--- src/rtl/pc_flow_ctrl_if.sv ---
// Control bundle between pc_flow_ctrl and the PC / pipeline-register side of the core.
// master: the flow controller; slave: the pipeline and hazard sources it serves.
interface pc_flow_ctrl_if #(
    parameter int CNT_W = 32
);
    logic             branchTaken;
    logic             loadUseHazard;
    logic             imemReady;
    logic             dmemReady;
    logic             pcSelect;
    logic             pcStall;
    logic             ifIdStall;
    logic             ifIdFlush;
    logic             idExStall;
    logic             idExFlush;
    logic             exMemStall;
    logic [CNT_W-1:0] stallCycles;
    logic [CNT_W-1:0] flushEvents;

    modport master (
        input  branchTaken, loadUseHazard, imemReady, dmemReady,
        output pcSelect, pcStall, ifIdStall, ifIdFlush, idExStall, idExFlush, exMemStall,
        output stallCycles, flushEvents
    );

    modport slave (
        output branchTaken, loadUseHazard, imemReady, dmemReady,
        input  pcSelect, pcStall, ifIdStall, ifIdFlush, idExStall, idExFlush, exMemStall,
        input  stallCycles, flushEvents
    );
endinterface

--- src/rtl/pc_flow_ctrl.sv ---
// Program-flow / hazard controller for the 5-stage core: PC select/stall plus pipeline stall/flush strobes.
// Define PC_FLOW_PERF_EN to build the stallCycles / flushEvents performance counters.
//
// state      | meaning
// RUN        | normal issue; load-use and fetch-wait hazards are handled here
// SQUASH     | post-branch window, IF/ID kept flushed until sq_cnt reaches 0
// LOAD_STALL | one-cycle shadow after a load-use stall; the hazard input is ignored
module pc_flow_ctrl #(
    parameter int FLUSH_CYCLES = 2,
    parameter int CNT_W        = 32
) (
    input  logic           clk,
    input  logic           rstN,
    pc_flow_ctrl_if.master flow
);
    typedef enum logic [1:0] {
        RUN        = 2'd0,
        SQUASH     = 2'd1,
        LOAD_STALL = 2'd2
    } state_t;

    localparam logic [3:0] SQ_LOAD     = 4'(FLUSH_CYCLES - 1);
    localparam bit         MULTI_FLUSH = (FLUSH_CYCLES > 1);

    state_t     state;
    state_t     state_nxt;
    logic [3:0] sq_cnt;
    logic [3:0] sq_cnt_nxt;

    logic pc_select;
    logic pc_stall;
    logic if_id_stall;
    logic if_id_flush;
    logic id_ex_stall;
    logic id_ex_flush;
    logic ex_mem_stall;

    // Mealy decode: controls follow the inputs in the same cycle, first matching rule wins.
    always_comb begin
        pc_select    = 1'b0;
        pc_stall     = 1'b0;
        if_id_stall  = 1'b0;
        if_id_flush  = 1'b0;
        id_ex_stall  = 1'b0;
        id_ex_flush  = 1'b0;
        ex_mem_stall = 1'b0;
        state_nxt    = state;
        sq_cnt_nxt   = sq_cnt;

        if (!rstN) begin
            pc_stall    = 1'b1;
            if_id_flush = 1'b1;
            id_ex_flush = 1'b1;
            state_nxt   = RUN;
            sq_cnt_nxt  = 4'd0;
        end else if (!flow.dmemReady) begin
            // Freeze: a taken branch stays parked in EX and is consumed afterwards.
            pc_stall     = 1'b1;
            if_id_stall  = 1'b1;
            id_ex_stall  = 1'b1;
            ex_mem_stall = 1'b1;
        end else if (flow.branchTaken) begin
            pc_select   = 1'b1;
            if_id_flush = 1'b1;
            id_ex_flush = 1'b1;
            if (MULTI_FLUSH) begin
                state_nxt  = SQUASH;
                sq_cnt_nxt = SQ_LOAD;
            end else begin
                state_nxt  = RUN;
                sq_cnt_nxt = 4'd0;
            end
        end else if (state == SQUASH) begin
            if_id_flush = 1'b1;
            if (!flow.imemReady) begin
                pc_stall = 1'b1;
            end else if (sq_cnt <= 4'd1) begin
                state_nxt  = RUN;
                sq_cnt_nxt = 4'd0;
            end else begin
                sq_cnt_nxt = sq_cnt - 4'd1;
            end
        end else if ((state == RUN) && flow.loadUseHazard) begin
            pc_stall    = 1'b1;
            if_id_stall = 1'b1;
            id_ex_flush = 1'b1;
            state_nxt   = LOAD_STALL;
        end else begin
            // RUN without hazard, or the LOAD_STALL shadow cycle.
            state_nxt = RUN;
            if (!flow.imemReady) begin
                pc_stall    = 1'b1;
                if_id_flush = 1'b1;
            end
        end
    end

    always_ff @(posedge clk or negedge rstN) begin
        if (!rstN) begin
            state  <= RUN;
            sq_cnt <= 4'd0;
        end else begin
            state  <= state_nxt;
            sq_cnt <= sq_cnt_nxt;
        end
    end

    assign flow.pcSelect   = pc_select;
    assign flow.pcStall    = pc_stall;
    assign flow.ifIdStall  = if_id_stall;
    assign flow.ifIdFlush  = if_id_flush;
    assign flow.idExStall  = id_ex_stall;
    assign flow.idExFlush  = id_ex_flush;
    assign flow.exMemStall = ex_mem_stall;

`ifdef PC_FLOW_PERF_EN
    localparam logic [CNT_W-1:0] CNT_ONE = CNT_W'(1);

    logic             branch_fire;
    logic [CNT_W-1:0] stall_cycles;
    logic [CNT_W-1:0] flush_events;

    assign branch_fire = flow.dmemReady && flow.branchTaken;

    // Saturating counters: they stick at all-ones instead of wrapping.
    always_ff @(posedge clk or negedge rstN) begin
        if (!rstN) begin
            stall_cycles <= '0;
            flush_events <= '0;
        end else begin
            if (pc_stall && (stall_cycles != '1)) begin
                stall_cycles <= stall_cycles + CNT_ONE;
            end
            if (branch_fire && (flush_events != '1)) begin
                flush_events <= flush_events + CNT_ONE;
            end
        end
    end

    assign flow.stallCycles = stall_cycles;
    assign flow.flushEvents = flush_events;
`else
    assign flow.stallCycles = {CNT_W{1'b0}};
    assign flow.flushEvents = {CNT_W{1'b0}};
`endif

endmodule

--- src/flat_wrapper.sv ---
// flat-port wrapper written by rule: the top's interface ports become plain ports
module pc_flow_ctrl_flat 
#(
    parameter int FLUSH_CYCLES = 2,
    parameter int CNT_W        = 32
)
  (clk, rstN, flow_branchTaken, flow_loadUseHazard, flow_imemReady, flow_dmemReady, flow_pcSelect, flow_pcStall, flow_ifIdStall, flow_ifIdFlush, flow_idExStall, flow_idExFlush, flow_exMemStall, flow_stallCycles, flow_flushEvents);
  pc_flow_ctrl_if #(.CNT_W(CNT_W)) flow_i ();
  input  logic clk;
  input  logic rstN;
  input wire logic [$bits(flow_i.branchTaken)-1:0] flow_branchTaken;
  input wire logic [$bits(flow_i.loadUseHazard)-1:0] flow_loadUseHazard;
  input wire logic [$bits(flow_i.imemReady)-1:0] flow_imemReady;
  input wire logic [$bits(flow_i.dmemReady)-1:0] flow_dmemReady;
  output wire logic [$bits(flow_i.pcSelect)-1:0] flow_pcSelect;
  output wire logic [$bits(flow_i.pcStall)-1:0] flow_pcStall;
  output wire logic [$bits(flow_i.ifIdStall)-1:0] flow_ifIdStall;
  output wire logic [$bits(flow_i.ifIdFlush)-1:0] flow_ifIdFlush;
  output wire logic [$bits(flow_i.idExStall)-1:0] flow_idExStall;
  output wire logic [$bits(flow_i.idExFlush)-1:0] flow_idExFlush;
  output wire logic [$bits(flow_i.exMemStall)-1:0] flow_exMemStall;
  output wire logic [$bits(flow_i.stallCycles)-1:0] flow_stallCycles;
  output wire logic [$bits(flow_i.flushEvents)-1:0] flow_flushEvents;
  assign flow_i.branchTaken = flow_branchTaken;
  assign flow_i.loadUseHazard = flow_loadUseHazard;
  assign flow_i.imemReady = flow_imemReady;
  assign flow_i.dmemReady = flow_dmemReady;
  assign flow_pcSelect = flow_i.pcSelect;
  assign flow_pcStall = flow_i.pcStall;
  assign flow_ifIdStall = flow_i.ifIdStall;
  assign flow_ifIdFlush = flow_i.ifIdFlush;
  assign flow_idExStall = flow_i.idExStall;
  assign flow_idExFlush = flow_i.idExFlush;
  assign flow_exMemStall = flow_i.exMemStall;
  assign flow_stallCycles = flow_i.stallCycles;
  assign flow_flushEvents = flow_i.flushEvents;
  pc_flow_ctrl #(.FLUSH_CYCLES(FLUSH_CYCLES), .CNT_W(CNT_W)) u_core (.clk(clk), .rstN(rstN), .flow(flow_i));
endmodule
--- config.mk ---
export PLATFORM = sky130hd
export DESIGN_NAME = pc_flow_ctrl_flat
export DESIGN_NICKNAME = d
export VERILOG_FILES = /design/src/rtl/pc_flow_ctrl_if.sv /design/src/rtl/pc_flow_ctrl.sv /design/src/flat_wrapper.sv
export SDC_FILE = /design/constraint.sdc
export NUM_CORES = 1
export LEC_CHECK = 0
export CORE_ASPECT_RATIO = 1.75
export CORE_MARGIN = 2
export CORE_UTILIZATION = 30
export CTS_CLUSTER_SIZE = 24
export DETAILED_ROUTE_END_ITERATION = 7
export HOLD_SLACK_MARGIN = 0.08
export PLACE_DENSITY = 0.84
export SYNTH_ARGS = -nofsm -noshare
export SYNTH_HDL_FRONTEND = slang
export SYNTH_SLANG_ARGS = --single-unit
--- constraint.sdc ---
create_clock -name clk -period 1.65 [get_ports clk]
set_clock_uncertainty 0.2 [all_clocks]
set_input_delay 0.33 -clock clk [delete_from_list [all_inputs] [get_ports clk]]
set_output_delay 0.33 -clock clk [all_outputs]
set_load 0.005 [all_outputs]
### After elaboration in Yosys (flattened, before gate mapping)

Index checks and enable logic that the tools add are counted.

| operators by class | value |
|---|---|
| reduce and logical (&&, ||, !) cells | 4 |
| muxes and demuxes | 37 |
| add/sub/neg operators | 1 |
| $lt $le $gt $ge | 1 |
| eq/ne operators | 6 |

Operators by type and width:

| kind | count |
|---|---|
| 1-bit 2-to-1 mux | 24 |
| 4-bit 2-to-1 mux | 6 |
| 2-bit 2-to-1 mux | 7 |
| 4-bit inequality test (second input constant) | 2 |
| 3-bit by 1-bit inequality test with 1-bit output (second input constant) | 2 |
| 3-bit AND reduction | 2 |
| 4-bit by 1-bit <= comparator with 1-bit output (second input constant) | 1 |
| 4-bit by 1-bit subtractor with 4-bit output (second input constant) | 1 |
| 2-bit by 1-bit == test with 1-bit output (second input constant) | 1 |
| 2-bit zero test | 1 |
| 2-bit by 1-bit inequality test with 1-bit output (second input constant) | 1 |
| 1-bit logical AND | 1 |

| word-level totals | value |
|---|---|
| output and inout bits | 71 |
| input bits | 6 |
| bits in registers | 6 |

### Logic depth before layout (Yosys ltp)

| depth | value |
|---|---|
| word-level depth | 7 |
| depth in mapped cells | 6 |
| gate-level depth less buffers | 6 |

### Worst setup path after synthesis

Ideal clock, no wire load.

| path | value |
|---|---|
| path kind | register -> register |
| start | register u_core.sq_cnt[0] |
| end | register u_core.sq_cnt[3] |
| data arrival time | 1.435 ns |
| cell stages (with the launch flop) | 6 |
| path buffers | 0 |
| clock period less this slack | 1.710 ns |
| required time | 1.376 ns |
| setup time | 0.074 ns |
| path slack | -0.060 ns |
| cell sequence | dfrtp_1 > inv_1 > ha_1 > or2_2 > a211o_4 > o21ai_2 |

| between the ends | value |
|---|---|
| longest elaborated chain between the ends | 7 |
| elaborated cells on any way between the ends | 8 |
| those cells by class | add/sub: 1; order compare: 1; mux: 6 |

RTL lines:

| item | line | RTL |
|---|---|---|
| start: declaration | pc_flow_ctrl.sv:27 | `logic [3:0] sq_cnt;` |
| start signal: assignment | pc_flow_ctrl.sv:104 | `sq_cnt <= sq_cnt_nxt;` |
| 4-bit by 1-bit subtractor with 4-bit output or 4-bit by 1-bit <= comparator with 1-bit output (tied branches) | pc_flow_ctrl.sv:81, pc_flow_ctrl.sv:77 |  |
| 4-bit 2-to-1 mux * | pc_flow_ctrl.sv:77 | `end else if (sq_cnt <= 4'd1) begin` |
| 4-bit 2-to-1 mux * | pc_flow_ctrl.sv:75 | `if (!flow.imemReady) begin` |
| 4-bit 2-to-1 mux * | pc_flow_ctrl.sv:73 | `end else if (state == SQUASH) begin` |
| 4-bit 2-to-1 mux * | pc_flow_ctrl.sv:62 | `end else if (flow.branchTaken) begin` |
| 4-bit 2-to-1 mux * | pc_flow_ctrl.sv:56 | `end else if (!flow.dmemReady) begin` |
| 4-bit 2-to-1 mux * | pc_flow_ctrl.sv:50 | `if (!rstN) begin` |

Every way passes the cells marked *; elsewhere a longest branch is shown, timed or not. The select of a mux whose other input is x is not followed.
A chain may end at the register's enable or synchronous reset.

### Final worst setup path

| path | value |
|---|---|
| start | register u_core.state[0] |
| end | output port flow_ifIdStall |

| between the ends | value |
|---|---|
| longest elaborated chain between the ends | 7 |
| elaborated cells on any way between the ends | 8 |
| those cells by class | eq/ne: 1; mux: 5; reduce/logical: 2 |

RTL lines:

| item | line | RTL |
|---|---|---|
| start: declaration | pc_flow_ctrl.sv:25 | `state_t state;` |
| start signal: assignment | pc_flow_ctrl.sv:103 | `state <= state_nxt;` |
| 2-bit zero test | pc_flow_ctrl.sv:83 | `end else if ((state == RUN) && flow.loadUseHazard) begin` |
| 1-bit logical AND | pc_flow_ctrl.sv:83 |  |
| 1-bit 2-to-1 mux | pc_flow_ctrl.sv:83 |  |
| 1-bit 2-to-1 mux * | pc_flow_ctrl.sv:73 |  |
| 1-bit 2-to-1 mux * | pc_flow_ctrl.sv:62 |  |
| 1-bit 2-to-1 mux * | pc_flow_ctrl.sv:56 |  |
| 1-bit 2-to-1 mux * | pc_flow_ctrl.sv:50 |  |
| end: declaration | flat_wrapper.sv:17 | `output wire logic [$bits(flow_i.ifIdStall)-1:0] flow_ifIdStall;` |

Every way passes the cells marked *; elsewhere a longest branch is shown, timed or not.

==> run_results.csv <==
group,metric,value,unit
synthesis,netlist.area_leader.share,51.52,%
synthesis,yosysWarnings,0,
clock_tree,tritoncts,"built",
synthesis,ys_seq_area_share,15.85,%
placement,dp_hpwl,1.286,mm
pwr,leakage,0.5989,nW
global_routing,gr-total-overflow,0,
worst_setup_path,r2r_start,"u_core.state[0]$_DFFE_PN0P_",
flow_run,maxCapViolations,0,
hold_path,hold_start,"flow_branchTaken",
sta,layout_setup_ws,-0.2194,ns
hold_path,hold_end,"u_core.sq_cnt[0]$_DFFE_PN0P_",
hold_path,worstHoldPathCells,3,
global_routing,grt_first_pass_wirelength,2.408,mm
floorplan,start_util,30.81,%
pwr,switching_share,32.28,%
pwr,power_frac_comb,39.3,%
floorplan,rows,27,
pwr,internal-power,0.0004434,W
clock_tree,cts.sinks,6,
synthesis,synth-seq-cells,6,
pwr,p_sw,0.0002114,W
placement,placed_cell_area,969.7,um^2
detailed_routing,via_count,706,
final_layout,nFillCells,325,
synthesis,netlist_instances,115,
clock_tree,htree_num_levels,1,
detailed_routing,drtIter0Drc,4,
pwr,power_frac_clock,34.0,%
detailed_routing,drt_first_pass_iters,2,
clock_tree,numCtsBuffers,3,
final_layout,drive_gt1_share,29.53,%
detailed_routing,drt-total-wl,1.707,mm
detailed_routing,drcViolationCount,0,
sta,fmax,0.5349,GHz
sta,finalCriticalPeriod,1.869,ns
floorplan,io_pins,77,
worst_setup_path,path_max_fanout,3,
sta,hold_violations,0,
floorplan,die_h,78.33,um
final_layout,num_antenna_cells,0,
run_status,violations,"setup timing",
pwr,fin_total_pwr,0.0006548,W
sta,tns,-0.6125,ns
pwr,powerDensity,602.9,mW/mm^2
hold_path,hold_class,"primary input to flip-flop",
placement,pre_cts_slack,-0.6597,ns
global_routing,grt_max_degree,9,
final_layout,design_area,0.001086,mm^2
placement,numPortBuffers,12,
placement,gp_congestion,0.8119,
synthesis,syn_avg_cell_area,8.236,um^2
final_layout,final_common_cell,"conb_1",
sta,fin_crit_sh,113.3,%
worst_setup_path,cp_data_required_time,1.12,ns
detailed_routing,final_antenna_net_count,0,
worst_setup_path,end_kind,"output port",
worst_setup_path,r2r-end,"u_core.state[1]$_DFFE_PN0P_",
final_layout,final_cell_mix,"conb_1 (64), buf_4 (18), dfrtp_1 (6)",
sta,setup_violations,4,
worst_setup_path,cp-start-kind,"flip-flop",
clock_tree,clock_path_buffers,2,
synthesis,synth_area,947.2,um^2
sta,rsz0062_at_grt,"true",
pwr,p_seq_share,26.7,%
worst_setup_path,reg2reg_slack,0.04,ns
run_status,status,"finished, violations left",
global_routing,grt_pass1_vias,593,
final_layout,num-nets-final,159,
worst_setup_path,worstSetupPathType,"flip-flop to output port",
floorplan,fp.dieW,46.48,um
global_routing,antenna_found_initial,0,
clock_tree,cts-root-buf,"clkbuf_8",
clock_tree,insertion_delay,0.22,ns
final_layout,syn_to_final_growth,14.66,%
pwr,peakVddDrop,0.2411,mV
synthesis,synth_area_leader_cell,"buf_4",
global_routing,grt_use_total,9.371,%
worst_setup_path,worst_r2r_path_depth,7,
synthesis,ys_top_cells_by_area,"buf_4 (52%), dfrtp_1 (16%), o21ai_2 (2.8%), ha_1 (2.6%), a31oi_4 (2.2%)",
detailed_routing,detail_route.wl_per_cell,8.891,um
sta,maxSlewViolCount,0,
clock_tree,worst_setup_hold_path_clk_slew,0.04,ns
floorplan,core,0.003074,mm^2
synthesis,synth_cell_types,29,
detailed_routing,vias_per_cell,3.677,
worst_setup_path,arrival,1.34,ns
floorplan,die-area,0.003640,mm^2
state kept, by name, summed over array words and instances (netlist names):
register / cells
u_core.state: 2
u_core.sq_cnt: 4
repair_timing:
item | CTS | global route
endpoints found under the hold margin | 6 | 0
pin swaps | 6 | 8
buffers inserted | 3 | 4
endpoints found under the setup margin | 12 | 8
gates resized for setup | 37 | 4
hold buffers | 2 | 0
per-layer routing:
layer | GRT usage, % | wire [um] | share of wire [%] | up-vias
met5 | 0 | 0 | 0 | -
met4 | 6.857 | 51 | 3.0 | 0
met3 | 2.759 | 258 | 15 | 5
met2 | 17.92 | 897 | 53 | 70
met1 | 6.732 | 498 | 29 | 313
li1 | - | - | - | 318
power groups by stage:
stage / registers (W) / clock network [W] / logic (W)
global placement: 0.000175 / 0 / 0.000222
floorplan: 0.000175 / 0 / 0.000239
global route: 0.000176 / 0.000241 / 0.000291
detailed placement: 0.000176 / 0 / 0.000227
CTS: 0.000174 / 0.000233 / 0.000237
finish: 0.000175 / 0.000223 / 0.000257
worst max-delay path, cell delays in order, from the launching register on:
cell and delay, ns:
dfrtp_1 0.39, nand3b_1 0.21, buf_4 0.16, buf_6 0.10, o21bai_1 0.11, buf_2 0.13
how the worst max path moves through the flow:
stage	start	endpoint	slack [ns]
6_report	u_core.state[0]$_DFFE_PN0P_	flow_ifIdStall	-0.22
5_1_grt	u_core.state[0]$_DFFE_PN0P_	flow_ifIdStall	-0.25
4_1_cts	u_core.state[0]$_DFFE_PN0P_	flow_ifIdStall	-0.20
3_5_place_dp	flow_loadUseHazard	flow_ifIdStall	-0.66
3_3_place_gp	flow_loadUseHazard	flow_ifIdStall	-0.61
2_1_floorplan	u_core.sq_cnt[0]$_DFFE_PN0P_	u_core.sq_cnt[3]$_DFFE_PN0P_	0.02
Yosys cell counts:
cell      number
nor2_1         2
o31ai_1        1
nand3_1        1
or2b_1         1
o21ai_2        3
or2_2          1
a31oi_4        1
buf_4         65
and3_2         1
a21bo_1        1
nor2b_1        2
a21o_1         1
conb_1         1
and2b_2        1
o21bai_1       1
o22ai_1        1
or4_1          1
a211o_4        1
and2_1         1
inv_1          3
o21ai_0        4
o311a_1        1
a311oi_1       1
nand2_1        3
nand3b_1       1
dfrtp_1        6
a21oi_1        4
nand2b_1       3
ha_1           2
cell families (layout without fill, tap and decap cells):
group / Yosys count / count (layout) / share of synthesized area [%]
and+or+nand+nor: 18 / 18 / 11.23
adders and majority gates: 2 / 2 / 2.642
buffers and inverters: 68 / 39 / 52.71
AOI/OAI and AO/OA: 20 / 20 / 17.18
other: 1 / 64 / 0.3959
DFF: 6 / 6 / 15.85
cell type report:
cell class / instances / area, um^2 / share of cell area [%]
clock buffers: 3 / 41.29 / 3.802
flip-flops and latches: 6 / 150.1 / 13.82
multi-input cells: 104 / 571.8 / 52.65
well taps: 43 / 53.80 / 4.954
inverters: 3 / 11.26 / 1.037
repair buffers: 33 / 257.7 / 23.73
metrics by stage:
stage	instances	utilization, %	hold WS [ns]
after floorplan	178	-	-0.1656
after global placement	181	31.54	0.3240
after detailed placement	181	31.54	0.3366
after CTS	189	34.07	0.3410
after global routing	192	35.33	0.3650
final	192	35.33	0.3434
(Power assumes the default switching activity.)
